### src/rtl/rng_collect_ctrl.sv
// Collects ring-oscillator bits into words: edge-detects done, discards a warm-up
// run after each enable, packs MSB-first, hands words off valid/ready, and latches a repetition fault.
module rng_collect_ctrl #(
  parameter int unsigned WORD_W    = 8,
  parameter int unsigned WARMUP    = 64,
  parameter int unsigned REP_LIMIT = 16
) (
  input  logic              clk,
  input  logic              rst_b,
  input  logic              en,
  input  logic              rnd_bit,
  input  logic              done,
  output logic [WORD_W-1:0] word,
  output logic              word_valid,
  input  logic              word_ready,
  output logic              busy,
  output logic              fault,
  input  logic              fault_clr
);

  localparam int unsigned WARM_W = (WARMUP > 0) ? $clog2(WARMUP + 1) : 1;
  localparam int unsigned RUN_W  = $clog2(REP_LIMIT + 1);
  localparam int unsigned BIT_W  = $clog2(WORD_W + 1);

  typedef enum logic [2:0] {
    S_IDLE,
    S_WARMUP,
    S_COLLECT,
    S_HOLD,
    S_FAULT
  } state_t;

  state_t              state, state_n;
  logic                done_q;
  logic                accept;
  logic                last_bit, last_bit_n;
  logic [RUN_W-1:0]    run_cnt, run_cnt_n, run_next;
  logic [WARM_W-1:0]   warm_cnt, warm_cnt_n, warm_inc;
  logic [BIT_W-1:0]    bit_cnt, bit_cnt_n;
  logic [WORD_W-1:0]   sh, sh_n, sh_shift;
  logic [WORD_W-1:0]   word_n;
  logic                word_valid_n;
  logic                trip;

  assign accept = done & ~done_q;

  // State, datapath and registered outputs
  always_ff @(posedge clk or negedge rst_b) begin
    if (!rst_b) begin
      state      <= S_IDLE;
      done_q     <= 1'b0;
      last_bit   <= 1'b0;
      run_cnt    <= '0;
      warm_cnt   <= '0;
      bit_cnt    <= '0;
      sh         <= '0;
      word       <= '0;
      word_valid <= 1'b0;
      busy       <= 1'b0;
      fault      <= 1'b0;
    end else begin
      state      <= state_n;
      done_q     <= done;
      last_bit   <= last_bit_n;
      run_cnt    <= run_cnt_n;
      warm_cnt   <= warm_cnt_n;
      bit_cnt    <= bit_cnt_n;
      sh         <= sh_n;
      word       <= word_n;
      word_valid <= word_valid_n;
      busy       <= (state_n != S_IDLE);
      fault      <= (state_n == S_FAULT);
    end
  end

  // Next-state, health test and word assembly
  always_comb begin
    state_n      = state;
    last_bit_n   = last_bit;
    run_cnt_n    = run_cnt;
    warm_cnt_n   = warm_cnt;
    bit_cnt_n    = bit_cnt;
    sh_n         = sh;
    word_n       = word;
    word_valid_n = word_valid;
    run_next     = run_cnt;
    warm_inc     = warm_cnt + WARM_W'(1);
    sh_shift     = {sh[WORD_W-2:0], rnd_bit};

    // run_cnt of zero marks the first accept since leaving IDLE
    if (accept) begin
      if ((run_cnt == '0) || (rnd_bit != last_bit)) begin
        run_next = RUN_W'(1);
      end else if (run_cnt != RUN_W'(REP_LIMIT)) begin
        run_next = run_cnt + RUN_W'(1);
      end
    end
    trip = accept && (run_next == RUN_W'(REP_LIMIT));

    case (state)
      S_IDLE: begin
        run_cnt_n  = '0;
        warm_cnt_n = '0;
        bit_cnt_n  = '0;
        sh_n       = '0;
        if (en) begin
          state_n = (WARMUP == 0) ? S_COLLECT : S_WARMUP;
        end
      end

      S_WARMUP, S_COLLECT, S_HOLD: begin
        if (accept) begin
          run_cnt_n  = run_next;
          last_bit_n = rnd_bit;
        end
        if (trip) begin
          state_n      = S_FAULT;
          word_valid_n = 1'b0;
        end else if (state == S_HOLD) begin
          // Word survives en=0 here; leave only after it is taken
          if (word_valid && word_ready) begin
            word_valid_n = 1'b0;
            bit_cnt_n    = '0;
            state_n      = en ? S_COLLECT : S_IDLE;
          end
        end else if (!en) begin
          state_n = S_IDLE;
        end else if (accept) begin
          if (state == S_WARMUP) begin
            warm_cnt_n = warm_inc;
            if (warm_inc == WARM_W'(WARMUP)) begin
              state_n = S_COLLECT;
            end
          end else begin
            sh_n      = sh_shift;
            bit_cnt_n = bit_cnt + BIT_W'(1);
            if (bit_cnt == BIT_W'(WORD_W - 1)) begin
              word_n       = sh_shift;
              word_valid_n = 1'b1;
              bit_cnt_n    = '0;
              state_n      = S_HOLD;
            end
          end
        end
      end

      S_FAULT: begin
        word_valid_n = 1'b0;
        if (fault_clr) begin
          state_n = S_IDLE;
        end
      end

      default: begin
        state_n = S_IDLE;
      end
    endcase
  end

endmodule
### config.mk
export PLATFORM = sky130hd
export DESIGN_NAME = rng_collect_ctrl
export DESIGN_NICKNAME = d
export VERILOG_FILES = /design/src/rtl/rng_collect_ctrl.sv
export SDC_FILE = /design/constraint.sdc
export NUM_CORES = 1
export LEC_CHECK = 0
export BUFFER_PORTS_ARGS = -buffer_cell sky130_fd_sc_hd__buf_2
export CAP_MARGIN = 25
export CORE_MARGIN = 4
export CORE_UTILIZATION = 50
export DETAILED_ROUTE_END_ITERATION = 6
export GPL_ROUTABILITY_DRIVEN = 0
export GPL_TIMING_DRIVEN = 0
export MAX_ROUTING_LAYER = met4
export PLACE_DENSITY = 0.68
export SLEW_MARGIN = 20
export SYNTH_ARGS = -nofsm -noshare
export SYNTH_HDL_FRONTEND = slang
export SYNTH_SLANG_ARGS = --single-unit
### constraint.sdc
create_clock -name clk -period 2.81 [get_ports clk]
set_clock_uncertainty 0.2 [all_clocks]
set_input_delay 0.281 -clock clk [delete_from_list [all_inputs] [get_ports clk]]
set_output_delay 0.281 -clock clk [all_outputs]
set_load 0.005 [all_outputs]
==> results.json <==
{
  "run_status": "complete, no violations",
  "nets": 242,
  "overflow": 0,
  "syn_to_final_growth_pct": 15.98,
  "tightest_slew_ns": 0.8410,
  "min_path_type": "in -> reg",
  "drt-wirelength-per-cell_um": 16.50,
  "period_share_pct": 97.56,
  "ys_top_cells_by_count": "dfrtp_1 (39), mux2_1 (12), nand2_1 (12)",
  "viasPerCell": 6.028,
  "ant_nets": 0,
  "synthTopCellsByArea": "dfrtp_1 (45%), mux2_1 (6.3%), a32o_1 (3.3%), ha_1 (2.3%), o21ai_0 (2.1%)",
  "yosys.cell_types.count": 59,
  "ff2ff_path_depth": 9,
  "cts-buffers-inserted": 5,
  "syn_avg_cell_area_sq_um": 10.77,
  "cts.sinks": 39,
  "crit_type": "in -> reg",
  "yosysWarnings": 0,
  "fmaxAchievable_ghz": 0.3648,
  "grt_max_degree": 40,
  "finalMaxSlewViolations": 0,
  "drtPass1Iterations": 4,
  "grt_pass1_wl_um": 8066,
  "synth_top_area_cell": "dfrtp_1",
  "holdPathStages": 2,
  "synthArstFlopShare_pct": 100.0,
  "ys_seq_elements": 39,
  "cellLeakagePower_uw": 0.001152,
  "grt_pass1_vias": 1672,
  "drc": 0,
  "combPwrFrac_pct": 14.0,
  "utilization_pct": 61.11,
  "critical_path.startpoint_type": "primary input",
  "fp.coreArea_sq_um": 4086,
  "wl_um": 4653,
  "antenna_found_initial": 0,
  "switching_share_pct": 26.73,
  "die_area_sq_um": 5421,
  "synth.cell_area_sq_um": 2153,
  "power.internal_uw": 919.7,
  "ctsHtreeMaxLevel": 2,
  "syn_nets": 211,
  "clk_pin_slew_ns": 0.08,
  "p_seq_share_pct": 48.8,
  "vias": 1700,
  "cp_data_required_time_ns": 2.80,
  "p_clk_share_pct": 37.2,
  "cp-end-kind": "flip-flop",
  "synth_top_area_share_pct": 45.32,
  "hold_ws_ns": 0.06577,
  "min_period_ns": 2.742,
  "maxCapViolations": 0,
  "cts_root_buf": "clkbuf_8",
  "yosysSeqAreaShare_pct": 45.32,
  "cts_buffer_depth": 2,
  "relSlewSlack_pct": 43.93,
  "synth_ff_type": "dfrtp_1",
  "drtIter0Drc": 57,
  "yosys.cell_count.top_type": "dfrtp_1",
  "arrival_ns": 2.73,
  "dp_hpwl_um": 3270,
  "grt_setup_unrepaired": "yes",
  "grt_use_total_pct": 19.88,
  "clock_latency_ns": 0.30,
  "drive_gt1_share_pct": 21.98,
  "die_y_um": 73.63,
  "p_sw_uw": 335.6,
  "hold_violations": 0,
  "synthCells": 200,
  "cts_tree": "built",
  "crit_path_max_fanout": 8,
  "io_pins": 18,
  "power_density_nw_per_um2": 502.6,
  "synth-edff-count": 0,
  "ir_drop_mv": 0.3317,
  "setup_viol": 0,
  "die_w_um": 73.63,
  "diodes": 0,
  "initial_core_util_pct": 52.69,
  "port_buffers": 17,
  "num_rows": 23
}
placed cells by master, fill, tap and decap left out, types with 3 or more instances in the layout:
cell	netlist	routed
inv_1	10	10
nand2_1	12	12
a32o_1	7	7
a21o_1	3	3
mux2_1	12	12
nor2_1	11	11
nor3_1	5	5
clkbuf_1	3	3
o2bb2ai_1	3	3
nand3_1	7	7
ha_1	4	3
or3_1	4	4
o21ai_0	9	8
o31a_1	3	3
clkbuf_8	0	5
a22o_1	3	3
buf_2	4	20
buf_4	0	6
dfrtp_1	39	38
nor2b_1	7	7
a21oi_1	4	4
area by class of cell:
cell class              instances  area [sq um]
repair buffers                 24         142.6
flip-flops and latches         39         977.2
plain buffers                  10         60.06
multi-input cells             141          1105
clock inverters                 3         43.79
fillers                       331          1589
clock buffers                   5         68.82
inverters                      10         37.54
well taps                      50         62.56
metal layers:
| metal | GRT usage, % | routed length, um | vias to the layer above | part of all wire, % |
|---|---|---|---|---|
| met5 | - | 0 | - | 0 |
| met4 | 7.646 | 96 | 0 | 2.1 |
| met3 | 4.788 | 210 | 10 | 4.5 |
| met1 | 26.03 | 1953 | 853 | 42 |
| met2 | 29.82 | 2392 | 37 | 51 |
| li1 | - | - | 800 | - |
final timing paths:
kind                       slack, ns          to        from
max                             0.07       sh[4]        done
min                             0.07       sh[0]     rnd_bit
max reg2reg                     0.10       sh[4]  run_cnt[0]
min reg2reg                     0.29     word[3]     word[3]
max in group asynchronous       1.42  run_cnt[1]       rst_b
min in group asynchronous       0.42  run_cnt[1]       rst_b
worst max-delay path, cell delays in order:
cell	delay, ns
dlygate4sd3_1	0.52
buf_2	0.12
nor2b_1	0.28
o21ai_2	0.11
buf_4	0.15
mux2i_4	0.24
nor3_4	0.12
or4_1	0.45
buf_2	0.19
a32o_1	0.26
metrics by stage:
step                      worst slack (ns)  cells  setup TNS, ns  cell area [sq um]  total power [uW]
after floorplan                     0.1552    200              0               2153             739.1
after global placement            -0.02455    267        -0.1655               2301             783.2
after detailed placement           -0.1232    267         -1.663               2301             792.4
after CTS                          0.05088    279              0               2460              1263
after global routing              -0.04754    282        -0.2460               2497              1318
final                              0.06847    282              0               2497              1255
cells by family (layout without fill, tap and decap cells):
kind of cell,Yosys count,in the layout,share of synthesized area [%]
compound gates,51,51,19.00
xor+xnor,5,5,2.383
fa+ha+maj,4,4,2.324
buf+inv,20,52,4.416
flops,39,39,45.32
mux,15,15,8.309
simple gates,66,66,18.24
power groups by stage:
stage	clock [uW]	combinational, uW	sequential, uW
global route	498	203	617
global placement	0	163	620
CTS	477	174	611
floorplan	0	121	618
detailed placement	0	170	623
finish	467	176	612
state kept, by name, summed over array words and instances (netlist names):
register,cells
sh,7
word,8
bit_cnt,4
run_cnt,5
warm_cnt,7
busy,1
last_bit,1
state,3
fault,1
done_q,1
word_valid,1
repair_timing:
item,4_1_cts,5_1_grt
gates resized for setup,1,6
hold buffers,2,0
pin swaps,1,4
hold endpoints to repair,40,0
buffers inserted,2,3
endpoints found under the setup margin,20,20
Note: power is estimated with default switching activity, not from simulation.
